===== config.mk =====
export PLATFORM = sky130hd
export DESIGN_NAME = y_frame_stats
export DESIGN_NICKNAME = d
export VERILOG_FILES = /design/src/rtl/y_frame_stats.sv
export SDC_FILE = /design/constraint.sdc
export NUM_CORES = 1
export LEC_CHECK = 0
export BUFFER_PORTS_ARGS = -buffer_cell sky130_fd_sc_hd__buf_2
export CAP_MARGIN = 20
export CELL_PAD_IN_SITES_DETAIL_PLACEMENT = 1
export CELL_PAD_IN_SITES_GLOBAL_PLACEMENT = 1
export CORE_AREA = 8 8 208 210
export DETAILED_ROUTE_END_ITERATION = 8
export DIE_AREA = 0 0 216 218
export PLACE_DENSITY = 0.86
export SYNTH_ARGS = -nofsm -noshare
export SYNTH_HDL_FRONTEND = slang
export SYNTH_SLANG_ARGS = --single-unit

===== constraint.sdc =====
create_clock -name clk -period 9.42 [get_ports clk]
set_input_delay 2.826 -clock clk [delete_from_list [all_inputs] [get_ports clk]]
set_output_delay 2.826 -clock clk [all_outputs]
set_load 0.01 [all_outputs]

===== src/rtl/y_frame_stats.sv =====
// y_frame_stats: per-frame luma statistics (sum, count, min, max, highlight and
// shadow counts) with a rounded mean computed by an 8-step restoring divider.
// Results are published together with a one-cycle stat_valid pulse.
module y_frame_stats #(
    parameter int         CNT_W  = 22,
    parameter int         SUM_W  = 30,
    parameter logic [7:0] HI_THR = 8'd250,
    parameter logic [7:0] LO_THR = 8'd5
) (
    input  logic             clk,
    input  logic             reset_n,
    input  logic [7:0]       Y_in,
    input  logic             valid_in,
    input  logic             frame_end_in,
    output logic             stat_valid,
    output logic [7:0]       y_mean,
    output logic [7:0]       y_min,
    output logic [7:0]       y_max,
    output logic [SUM_W-1:0] y_sum,
    output logic [CNT_W-1:0] pix_cnt,
    output logic [CNT_W-1:0] hi_cnt,
    output logic [CNT_W-1:0] lo_cnt,
    output logic             overrun
);

    // Remainder is one bit wider than the sum so sum + cnt/2 never wraps.
    localparam int REM_W = SUM_W + 1;

    typedef enum logic {
        S_IDLE = 1'b0,
        S_DIV  = 1'b1
    } state_t;

    function automatic logic [7:0] f_min8(input logic [7:0] a, input logic [7:0] b);
        return (a < b) ? a : b;
    endfunction

    function automatic logic [7:0] f_max8(input logic [7:0] a, input logic [7:0] b);
        return (a > b) ? a : b;
    endfunction

    // Dividend for round-half-up: sum + floor(cnt/2).
    function automatic logic [REM_W-1:0] f_round_bias(input logic [SUM_W-1:0] sum,
                                                      input logic [CNT_W-1:0] cnt);
        return {1'b0, sum} + {{(REM_W-CNT_W+1){1'b0}}, cnt[CNT_W-1:1]};
    endfunction

    // Accumulators
    logic [CNT_W-1:0] r_cnt, r_hi, r_lo;
    logic [SUM_W-1:0] r_sum;
    logic [7:0]       r_min, r_max;

    // Snapshot and divider
    state_t           r_state, w_state_nx;
    logic [CNT_W-1:0] r_snap_cnt, r_snap_hi, r_snap_lo;
    logic [SUM_W-1:0] r_snap_sum;
    logic [7:0]       r_snap_min, r_snap_max;
    logic [REM_W-1:0] r_rem;
    logic [CNT_W-1:0] r_den;
    logic [7:0]       r_q;
    logic [2:0]       r_bit;

    // Published results
    logic             r_stat_valid, r_overrun;
    logic [7:0]       r_y_mean, r_y_min, r_y_max;
    logic [SUM_W-1:0] r_y_sum;
    logic [CNT_W-1:0] r_pix_cnt, r_hi_cnt, r_lo_cnt;

    // Accumulator next values, including the current pixel if it is taken.
    logic             w_take_px, w_hi_hit, w_lo_hit;
    logic [CNT_W-1:0] w_cnt_nx, w_hi_nx, w_lo_nx;
    logic [SUM_W-1:0] w_sum_nx;
    logic [7:0]       w_min_nx, w_max_nx;

    // Divider step signals
    logic [REM_W-1:0] w_den_sh, w_rem_nx;
    logic             w_sub;
    logic [7:0]       w_q_nx;
    logic             w_last_step, w_snap_load;

    // A saturated counter freezes the whole frame, keeping sum <= 255*cnt.
    assign w_take_px = valid_in && !(&r_cnt);
    assign w_hi_hit  = w_take_px && (Y_in >= HI_THR);
    assign w_lo_hit  = w_take_px && (Y_in <= LO_THR);
    assign w_cnt_nx  = r_cnt + {{(CNT_W-1){1'b0}}, w_take_px};
    assign w_hi_nx   = r_hi + {{(CNT_W-1){1'b0}}, w_hi_hit};
    assign w_lo_nx   = r_lo + {{(CNT_W-1){1'b0}}, w_lo_hit};
    assign w_sum_nx  = r_sum + {{(SUM_W-8){1'b0}}, (w_take_px ? Y_in : 8'd0)};
    assign w_min_nx  = w_take_px ? f_min8(r_min, Y_in) : r_min;
    assign w_max_nx  = w_take_px ? f_max8(r_max, Y_in) : r_max;

    // A zero divisor never subtracts, so an empty frame yields q = 0.
    assign w_den_sh    = {{(REM_W-CNT_W){1'b0}}, r_den} << r_bit;
    assign w_sub       = (r_den != '0) && (r_rem >= w_den_sh);
    assign w_rem_nx    = w_sub ? (r_rem - w_den_sh) : r_rem;
    assign w_q_nx      = r_q | (w_sub ? (8'd1 << r_bit) : 8'd0);
    assign w_last_step = (r_state == S_DIV) && (r_bit == 3'd0);
    assign w_snap_load = (r_state == S_IDLE) && frame_end_in;

    // Accumulate valid pixels; frame end restarts from the reset values.
    always_ff @(posedge clk or negedge reset_n) begin
        if (!reset_n) begin
            r_cnt <= '0;
            r_sum <= '0;
            r_hi  <= '0;
            r_lo  <= '0;
            r_min <= 8'hFF;
            r_max <= 8'h00;
        end else if (frame_end_in) begin
            r_cnt <= '0;
            r_sum <= '0;
            r_hi  <= '0;
            r_lo  <= '0;
            r_min <= 8'hFF;
            r_max <= 8'h00;
        end else begin
            r_cnt <= w_cnt_nx;
            r_sum <= w_sum_nx;
            r_hi  <= w_hi_nx;
            r_lo  <= w_lo_nx;
            r_min <= w_min_nx;
            r_max <= w_max_nx;
        end
    end

    // FSM state register.
    always_ff @(posedge clk or negedge reset_n) begin
        if (!reset_n) r_state <= S_IDLE;
        else          r_state <= w_state_nx;
    end

    // FSM next state: eight divider steps follow each accepted frame end.
    always_comb begin
        w_state_nx = r_state;
        case (r_state)
            S_IDLE: if (frame_end_in) w_state_nx = S_DIV;
            S_DIV:  if (r_bit == 3'd0) w_state_nx = S_IDLE;
            default: w_state_nx = S_IDLE;
        endcase
    end

    // Snapshot the ending frame and run one restoring division step per cycle.
    always_ff @(posedge clk or negedge reset_n) begin
        if (!reset_n) begin
            r_snap_cnt <= '0;
            r_snap_sum <= '0;
            r_snap_hi  <= '0;
            r_snap_lo  <= '0;
            r_snap_min <= '0;
            r_snap_max <= '0;
            r_rem      <= '0;
            r_den      <= '0;
            r_q        <= '0;
            r_bit      <= '0;
        end else if (w_snap_load) begin
            r_snap_cnt <= w_cnt_nx;
            r_snap_sum <= w_sum_nx;
            r_snap_hi  <= w_hi_nx;
            r_snap_lo  <= w_lo_nx;
            // An empty frame reports min 0 rather than the 255 seed.
            r_snap_min <= (w_cnt_nx == '0) ? 8'd0 : w_min_nx;
            r_snap_max <= w_max_nx;
            r_rem      <= f_round_bias(w_sum_nx, w_cnt_nx);
            r_den      <= w_cnt_nx;
            r_q        <= '0;
            r_bit      <= 3'd7;
        end else if (r_state == S_DIV) begin
            r_rem <= w_rem_nx;
            r_q   <= w_q_nx;
            r_bit <= r_bit - 3'd1;
        end
    end

    // Publish results on the final divider step; flag frame ends lost to a busy divider.
    always_ff @(posedge clk or negedge reset_n) begin
        if (!reset_n) begin
            r_stat_valid <= 1'b0;
            r_overrun    <= 1'b0;
            r_y_mean     <= '0;
            r_y_min      <= '0;
            r_y_max      <= '0;
            r_y_sum      <= '0;
            r_pix_cnt    <= '0;
            r_hi_cnt     <= '0;
            r_lo_cnt     <= '0;
        end else begin
            r_stat_valid <= w_last_step;
            r_overrun    <= (r_state == S_DIV) && frame_end_in;
            if (w_last_step) begin
                r_y_mean  <= w_q_nx;
                r_y_min   <= r_snap_min;
                r_y_max   <= r_snap_max;
                r_y_sum   <= r_snap_sum;
                r_pix_cnt <= r_snap_cnt;
                r_hi_cnt  <= r_snap_hi;
                r_lo_cnt  <= r_snap_lo;
            end
        end
    end

    assign stat_valid = r_stat_valid;
    assign overrun    = r_overrun;
    assign y_mean     = r_y_mean;
    assign y_min      = r_y_min;
    assign y_max      = r_y_max;
    assign y_sum      = r_y_sum;
    assign pix_cnt    = r_pix_cnt;
    assign hi_cnt     = r_hi_cnt;
    assign lo_cnt     = r_lo_cnt;

endmodule


; ---- Yosys cells after proc, flatten, opt, wreduce, memory -nomap -nowiden
; Index checks and enable logic that the tools add are counted.
[word_totals]
elab_cells = 79
register_bits = 389
in_bits = 12
output_inout_bits = 122
[classes]
n_reduce_logical = 15
n_bitwise = 2
n_addsub = 7
n_mux = 23
magnitude_cmp = 5
n_shift = 2
[op_table]
columns = op, n
row1 = $mux 31, 3
row2 = $mux 8, 11
row3 = $add 22x1->22, 3
row4 = $mux 22, 3
row5 = $add 30x21->31, 1
row6 = $ge 31x31->1, 1
row7 = $shl 22x3->31, 1
row8 = $sub 31x31->31, 1
row9 = $add 30x8->30, 1
row10 = $mux 30, 1
row11 = $logic_not 22->1, 1
row12 = $reduce_and 22->1, 1
row13 = $reduce_bool 22->1, 1
row14 = $ge 8x8->1 const B, 1
row15 = $gt 8x8->1, 1
row16 = $le 8x3->1 const B, 1
row17 = $lt 8x8->1, 1
row18 = $or 8x8->8, 1
row19 = $shl 1x3->8 const A, 1
row20 = $logic_and 1x1->1, 7
row21 = $mux 3, 2
row22 = $reduce_bool 2->1, 2
row23 = $logic_not 3->1, 1
row24 = $sub 3x1->3 const B, 1
row25 = 5 further kinds, 6

; ---- Logic depth before layout (Yosys ltp)
; Gate-level depths: netlist of the first run.
[logic_depth]
word_depth = 7
ltp_mapped = 26
mapped_depth_nobuf = 25

; ---- Worst setup path after synthesis of the first run
; OpenSTA, ideal clock, no wires.
[synth_timing]
kind = input port to flip-flop
from = input valid_in
to = register r_rem[25]
arrival_ns = 6.932
t_required_ns = 9.294
path_slack_ns = 2.362
setup_ns = 0.126
n_path_buf = 1
stages = 22
path_cell_list = o41a_1 -> clkbuf_1 -> and2_1 -> ha_1 -> inv_1 -> fa_1 -> nor2b_1 -> o211a_1 -> nand2b_1 -> a21oi_1 -> xor2_1 -> inv_1 -> ha_1 -> o21ai_0 -> o31ai_1 -> o221a_2 -> o221ai_1 -> a211oi_2 -> o21bai_4 -> nor4b_4 -> xnor2_1 -> a221o_1
[synth_via]
elab_chain_len = 5
word_cells_on_any_way = 6
classes_between = add/sub: 3 / mux: 2 / reduce/logical: 1
[synth_lines]
columns = element, line
row1 = "start, declared", 13  ; input logic valid_in,
row2 = $logic_and 1x1->1, 82  ; assign w_take_px = valid_in && !(&r_cnt);
row3 = $mux 8, 88  ; assign w_sum_nx = r_sum + {{(SUM_W-8){1'b0}}, (w_take_px ? Y_in : 8'd0)};
row4 = $add 30x8->30, 88
row5 = via w_sum_nx[6], 72  ; logic [SUM_W-1:0] w_sum_nx;
row6 = $add 30x21->31, 45  ; return {1'b0, sum} + {{(REM_W-CNT_W+1){1'b0}}, cnt[CNT_W-1:1]};
row7 = $mux 31, 155  ; end else if (w_snap_load) begin
row8 = "end signal, assigned", 163  ; r_rem <= f_round_bias(w_sum_nx, w_cnt_nx);
row9 = "end signal, assigned", 168  ; r_rem <= w_rem_nx;
row10 = "end, declared", 58  ; logic [REM_W-1:0] r_rem;
; The timed path passes the listed nets, and every way through them passes these cells.
; A chain may end at the register's enable or synchronous reset.

; ---- Final worst setup path of the first run
; Ends and elaborated chain as after synthesis.

==> qor.csv, run 1 <==
stage;metric;value;unit
yosys;yosysUniqueCellTypes;88;
yosys;synth_top_area_cell;dfrtp_1;
placed_design;io_buffers;133;
timing;fin_crit;7.407;ns
placed_design;gp_congestion;0.8853;
yosys;avgSynthCellArea;9.120;µm²
yosys;synth_top_family_by_area;simple AND/OR/NAND/NOR gates;
finish;seq_area;0.009744;mm²
clock_tree;cts_setup_buffers;0;
critical_path;critPathMaxFanout;12;
global_route;grt_util_all_layers;0.2590;
clock_tree;clkTransAtPathRegs;0.07;ns
power;peakVddDrop;154.7;µV
timing;hold_violations;0;
timing;slew_violations;0;
finish;final_cell_area;0.02270;mm²
finish;drive_gt1_frac;0.1170;
detailed_routing;first_iter_violations;1009;
finish;nets;2403;
detailed_routing;met1_length;26.09;mm
finish;final_common_cell;nand2_1;
floorplanning;initial_utilization;0.5016;
detailed_routing;route.met3.wl;2.638;mm
yosys;synth_warnings;0;
timing;maxSlewHeadroom;0.2797;
detailed_routing;ant_nets;0;
floorplanning;rows;74;
critical_path;reg2reg_to;r_rem[25];
detailed_routing;first_pass_iters;5;
clock_tree;cts_buffers;42;
clock_tree;cts_tree;done;
critical_path;rrSetupSlack;2.86;ns
clock_tree;ctsResizeCount;0;
global_route;antenna_found_initial;2;
status;status;completed;
hold_path;worstHoldPathCells;2;
hold_path;whs_endpoint;lo_cnt[13];
critical_path;cp-end-kind;register;
detailed_routing;drc;0;
finish;final_cell_mix;557 x nand2_1, 381 x dfrtp_1, 183 x nor2_1, 143 x o21ai_0, 131 x buf_2;
detailed_routing;wl_met2;30.14;mm
yosys;synth_ff_type;dfrtp_1;
clock_tree;htreeDepth;2;
finish;multi_input_area;0.009749;mm²
detailed_routing;routed_via_density;5.793;
timing;fin_ws;2.013;ns
yosys;synth_cells;2210;
global_route;grt_max_degree;139;
global_route;grt_pass1_wl;98.87;mm
floorplanning;die_w;216;µm
critical_path;criticalPathCategory;in2reg;
clock_tree;clock_path_buffers;3;
placed_design;dp_hpwl;41.81;mm
timing;fin_crit_sh;0.7863;
finish;fill_cells;4662;
timing;setup_viol;0;
detailed_routing;vias;16600;
power;power_leakage;11.64;nW
timing;clock_skew;0.03475;ns
hold_path;hold_path.class;reg2reg;
yosys;synth_area_leaders;dfrtp_1 47%, nand2_1 10%, ha_1 5.2%, o21ai_0 3.6%, nor2_1 3.4%;
yosys;synth_top_area_frac;0.4731;
clock_tree;insertion_delay;0.60;ns
detailed_routing;routed_wirelength;61.03;mm
critical_path;r2r-start;r_cnt[8];
run;maxCapViolCount;0;
floorplanning;fp.dieH;218;µm
critical_path;worst_ep_arrival_time;7.89;ns
clock_tree;cts_root_buf;clkbuf_16;
detailed_routing;post_drt_wl_per_cell;21.29;µm
critical_path;crit_start;valid_in;
yosys;synth-xor-area-share;0.06258;
yosys;syn_nets;2308;
yosys;syn_area;0.02015;mm²
global_route;grt_pass1_vias;18070;
finish;diodes;0;
power;finalPower;0.006329;W
floorplanning;core-area;0.04018;mm²
timing;rsz0062_at_grt;false;
yosys;synth_mux_area_frac;0.03607;
critical_path;required;9.90;ns
clock_tree;cts_hold_buf;0;
global_route;grt_overflow;0;
finish;area_delta_synth_final;12.65;%
critical_path;cp-start-kind;input pin;
floorplanning;ios;134;
yosys;synth-edff-count;0;
placed_design;place_area;0.02127;mm²
yosys;synth-adder-area-share;0.05507;
yosys;seq_area_frac_synth;0.4835;
critical_path;worstRegToRegCells;23;
timing;worstMarginPinSlew;1.080;ns
timing;setup_tns;0;ns
clock_tree;cts.sinks;389;
yosys;synth-compound-area-share;0.1201;
floorplanning;dieArea;0.04709;mm²
yosys;synth_seq_cells;389;
yosys;synthSimpleGateAreaFrac;0.2091;
power;cellPowerDensity;278.8;mW/mm²
yosys;postSynth.asyncResetShare;1.000;
hold_path;hold_start;r_snap_lo[13];
detailed_routing;routed.top_layer;met5;
timing;max_freq;0.1350;GHz
placed_design;place_ws;1.503;ns
-- per-stage QoR --
step	util	instances	hold WS, ns
6_report	0.5650	2866	0.4686
5_1_grt	0.5650	2866	0.4902
4_1_cts	0.5645	2865	0.4700
3_5_place_dp	0.5293	2792	0.4551
3_3_place_gp	0.5293	2792	0.4468
2_1_floorplan	-	2210	0.4386
-- report_power, final --
| part | switching [W] | internal, W |
|---|---|---|
| logic | 0.00161 | 0.000910 |
| registers | 0.000172 | 0.00192 |
| clock network | 0.000719 | 0.000989 |
-- synthesized netlist by cell type, types with 21 or more instances --
cell type	number
nor3_1	22
a21o_1	30
a21oi_1	87
inv_1	75
clkbuf_1	85
xor2_1	61
dfrtp_1	381
and3_1	21
mux2i_1	49
nand4_1	28
xnor2_1	76
nand2_1	557
nor2b_1	26
nand3_1	55
o21ai_0	143
ha_1	83
a211oi_1	25
nor2_1	184
-- cells by family (layout without fill, tap and decap cells) --
kind of cell	after synthesis	count (layout)
and+or+nand+nor	974	974
muxes	62	62
adders and majority gates	87	87
buffers and inverters	178	302
xor gates and xnor gates	140	140
DFF	389	389
AOI/OAI and AO/OA	380	380
-- worst max-delay path, cell delays in order --
cell and delay, ns:
buf_2 0.09, o41a_1 0.42, and2_1 0.20, ha_1 0.19, inv_1 0.07, fa_1 0.40
nor2b_1 0.17, o211a_1 0.27, nand2b_1 0.13, a21oi_1 0.08, xor2_1 0.24, inv_1 0.08
ha_1 0.36, o21ai_0 0.15, o31ai_1 0.52, o221a_2 0.31, o221ai_1 0.21, a211oi_2 0.37
o21bai_4 0.15, nor4b_4 0.24, xnor2_1 0.09, a221o_1 0.30
-- how the worst max path moves through the flow --
stage	endpoint	slack, ns	cells past startpoint
after floorplan	r_rem[25]	2.36	22
after global placement	r_rem[25]	1.72	22
after detailed placement	r_rem[25]	1.50	22
after CTS	r_rem[25]	2.05	22
after global routing	r_rem[25]	1.70	22
final	r_rem[25]	2.01	22
-- state kept, by name, indices dropped and copies added, names as in the netlist, 22 cells and up --
register and cells:
r_hi 22, r_lo 22, r_snap_hi 22, r_snap_sum 30, r_rem 31, r_sum 30
y_sum 30, r_snap_lo 22, r_den 22, pix_cnt 22, lo_cnt 22, hi_cnt 22
r_cnt 22
-- layer usage --
metal | vias up | global-route usage
li1 | 7637 | -
met1 | 8471 | 0.3256
met2 | 366 | 0.4445
met3 | 124 | 0.04341
met4 | 4 | 0.09941
met5 | - | 0
-- cell type report --
type | count | share of cell area
clock inverter | 14 | 0.008763
multi-input combinational | 1643 | 0.4294
sequential | 389 | 0.4292
clock buffer | 59 | 0.05357
tap | 532 | 0.02932
inverter | 76 | 0.01268
timing repair buffer | 153 | 0.03704
Power figures use the tool's default switching activity.
==> run 2, diff against run 1 <==
CORE_AREA = 8 8 217 219   (was 8 8 208 210)
DIE_AREA = 0 0 225 227   (was 0 0 216 218)
PLACE_DENSITY = 0.8   (was 0.86)
clock period = 7.1 ns   (was 9.42 ns; I/O delays follow)
==> qor.csv, run 2 (synthesis results as in run 1) <==
stage;metric;value;unit
status;status;completed;
power;cellPowerDensity;366.6;mW/mm²
timing;setup_tns;0;ns
timing;setup_viol;0;
detailed_routing;routed_via_density;5.580;
run;maxCapViolCount;0;
finish;final_core_util;0.5228;
timing;rsz0062_at_grt;false;
finish;final_common_cell;nand2_1;
timing;max_freq;0.1566;GHz
critical_path;slowest_stage;o31ai_1;
power;peakVddDrop;239.0;µV
critical_path;critPathMaxFanout;6;
clock_tree;cts_tree;done;
detailed_routing;post_drt_wl_per_cell;20.11;µm
clock_tree;ctsResizeCount;0;
global_route;grt_pass1_vias;17660;
timing;hold_violations;0;
critical_path;crit_chain;buf_2 > o41a_1 > and2_1 > ha_1 > inv_1 > fa_1 > nor2b_1 > o211a_1 > nand2b_1 > a21oi_1 > xor2_1 > inv_1 > ha_1 > o21ai_0 > o31ai_1 > o221a_2 > o221ai_1 > a211oi_2 > o21bai_4 > nor4b_4 > xnor2_1 > a221o_1;
finish;drive_gt1_frac;0.1178;
clock_tree;cts_hold_buf;0;
placed_design;gp_congestion;0.8989;
finish;largest_reg_flops;31;
global_route;grt_overflow;0;
floorplanning;rows;77;
timing;fin_crit_sh;0.8993;
clock_tree;cts_setup_buffers;0;
critical_path;cp-end-kind;register;
finish;instances_no_fill;2934;
clock_tree;cts_buffers;44;
timing;fin_ws;0.7149;ns
finish;fill_cells;5027;
clock_tree;cts_root_buf;clkbuf_16;
floorplanning;fp.dieH;227;µm
finish;seq_area;0.009744;mm²
timing;maxSlewHeadroom;0.2638;
finish;multi_input_area;0.009749;mm²
critical_path;required;7.54;ns
timing;fin_crit;6.385;ns
critical_path;cp-start-kind;input pin;
timing;worstMarginPinSlew;1.104;ns
floorplanning;die_w;225;µm
timing;clock_skew;0.02321;ns
critical_path;worst_ep_arrival_time;6.83;ns
clock_tree;clkTransAtPathRegs;0.06;ns
placed_design;place_ws;0.1784;ns
detailed_routing;first_iter_violations;1133;
power;power_leakage;11.66;nW
detailed_routing;routed_wirelength;59.02;mm
global_route;antenna_found_initial;0;
finish;final_cell_mix;557 x nand2_1, 381 x dfrtp_1, 183 x nor2_1, 143 x o21ai_0, 131 x buf_2;
clock_tree;htreeDepth;2;
finish;diodes;0;
critical_path;rrSetupSlack;0.74;ns
critical_path;criticalPathCategory;in2reg;
finish;nets;2408;
clock_tree;clock_path_buffers;3;
floorplanning;initial_utilization;0.4618;
detailed_routing;ant_nets;0;
detailed_routing;first_pass_iters;7;
detailed_routing;drc;0;
floorplanning;dieArea;0.05108;mm²
floorplanning;core-area;0.04364;mm²
placed_design;io_buffers;133;
timing;slew_violations;0;
finish;area_delta_synth_final;13.22;%
hold_path;hold_path.class;reg2reg;
critical_path;slowest_delay;0.46;ns
detailed_routing;vias;16370;
clock_tree;insertion_delay;0.57;ns
power;finalPower;0.008364;W
clock_tree;cts.sinks;389;
placed_design;place_inst;2856;
placed_design;dp_hpwl;41.74;mm
floorplanning;ios;134;
global_route;grt_max_degree;154;
finish;top_register;r_rem;
global_route;grt_pass1_wl;95.77;mm
global_route;grt_util_all_layers;0.2318;
-- run 2: cell count changes in the layout (fill, tap and decap cells not counted) --
| cell | before | now |
|---|---|---|
| clkbuf_8 | 8 | 11 |
| clkbuf_1 | 8 | 13 |
| clkinv_2 | 8 | 5 |
| clkbuf_16 | 43 | 44 |
| clkinv_8 | 0 | 1 |
| clkinv_16 | 2 | 0 |
| buf_4 | 20 | 22 |
| bufinv_16 | 3 | 2 |
| buf_12 | 1 | 2 |
| inv_6 | 0 | 1 |
-- run 2: where the power goes --
group          internal [W]  total (W)  leakage, nW  switching (W)
logic               0.00122    0.00326         5.71        0.00204
clock network       0.00133    0.00226        0.700       0.000931
registers           0.00255    0.00284         5.25       0.000291
total               0.00510    0.00836         11.7        0.00326
-- run 2: per-layer routing --
| metal | track usage | share of wire | vias to the layer above |
|---|---|---|---|
| met2 | 0.4014 | 0.49 | 309 |
| met3 | 0.03388 | 0.040 | 92 |
| met1 | 0.3006 | 0.44 | 8305 |
| li1 | - | - | 7665 |
| met5 | 0 | 0 | - |
| met4 | 0.06626 | 0.025 | 0 |
-- run 2: final cells by class --
class	count	share of cell area
Multi-Input combinational cell	1643	0.4273
Sequential cell	389	0.4270
Clock buffer	68	0.05703
Timing Repair Buffer	156	0.03838
Tap cell	592	0.03246
Inverter	76	0.01261
Clock inverter	10	0.005209
-- run 2: final timing paths --
kind | startpoint | endpoint | depth (start not counted)
setup / recovery | valid_in | r_rem[25] | 22
hold / removal | r_snap_max[6] | y_max[6] | 2
setup reg to reg | r_cnt[8] | r_rem[25] | 23
hold reg to reg | r_snap_max[6] | y_max[6] | 2
max in group asynchronous | reset_n | r_sum[21] | 2
min in group asynchronous | reset_n | hi_cnt[14] | 1
-- run 2: through the flow --
stage          cell area (µm²)  hold slack, ns
3_3_place_gp             21400          0.4489
4_1_cts                  22820          0.4715
6_report                 22820          0.4671
3_5_place_dp             21400          0.4556
2_1_floorplan            20150          0.4386
5_1_grt                  22820          0.4857
-- run 2: worst max-delay path: cells and delay by family --
kind / cells / cell delay, ns
AOI/OAI and AO/OA: 10 / 2.49
adders and majority gates: 3 / 0.96
and+or+nand+nor: 4 / 0.69
xor gates and xnor gates: 2 / 0.32
buffers and inverters: 3 / 0.24
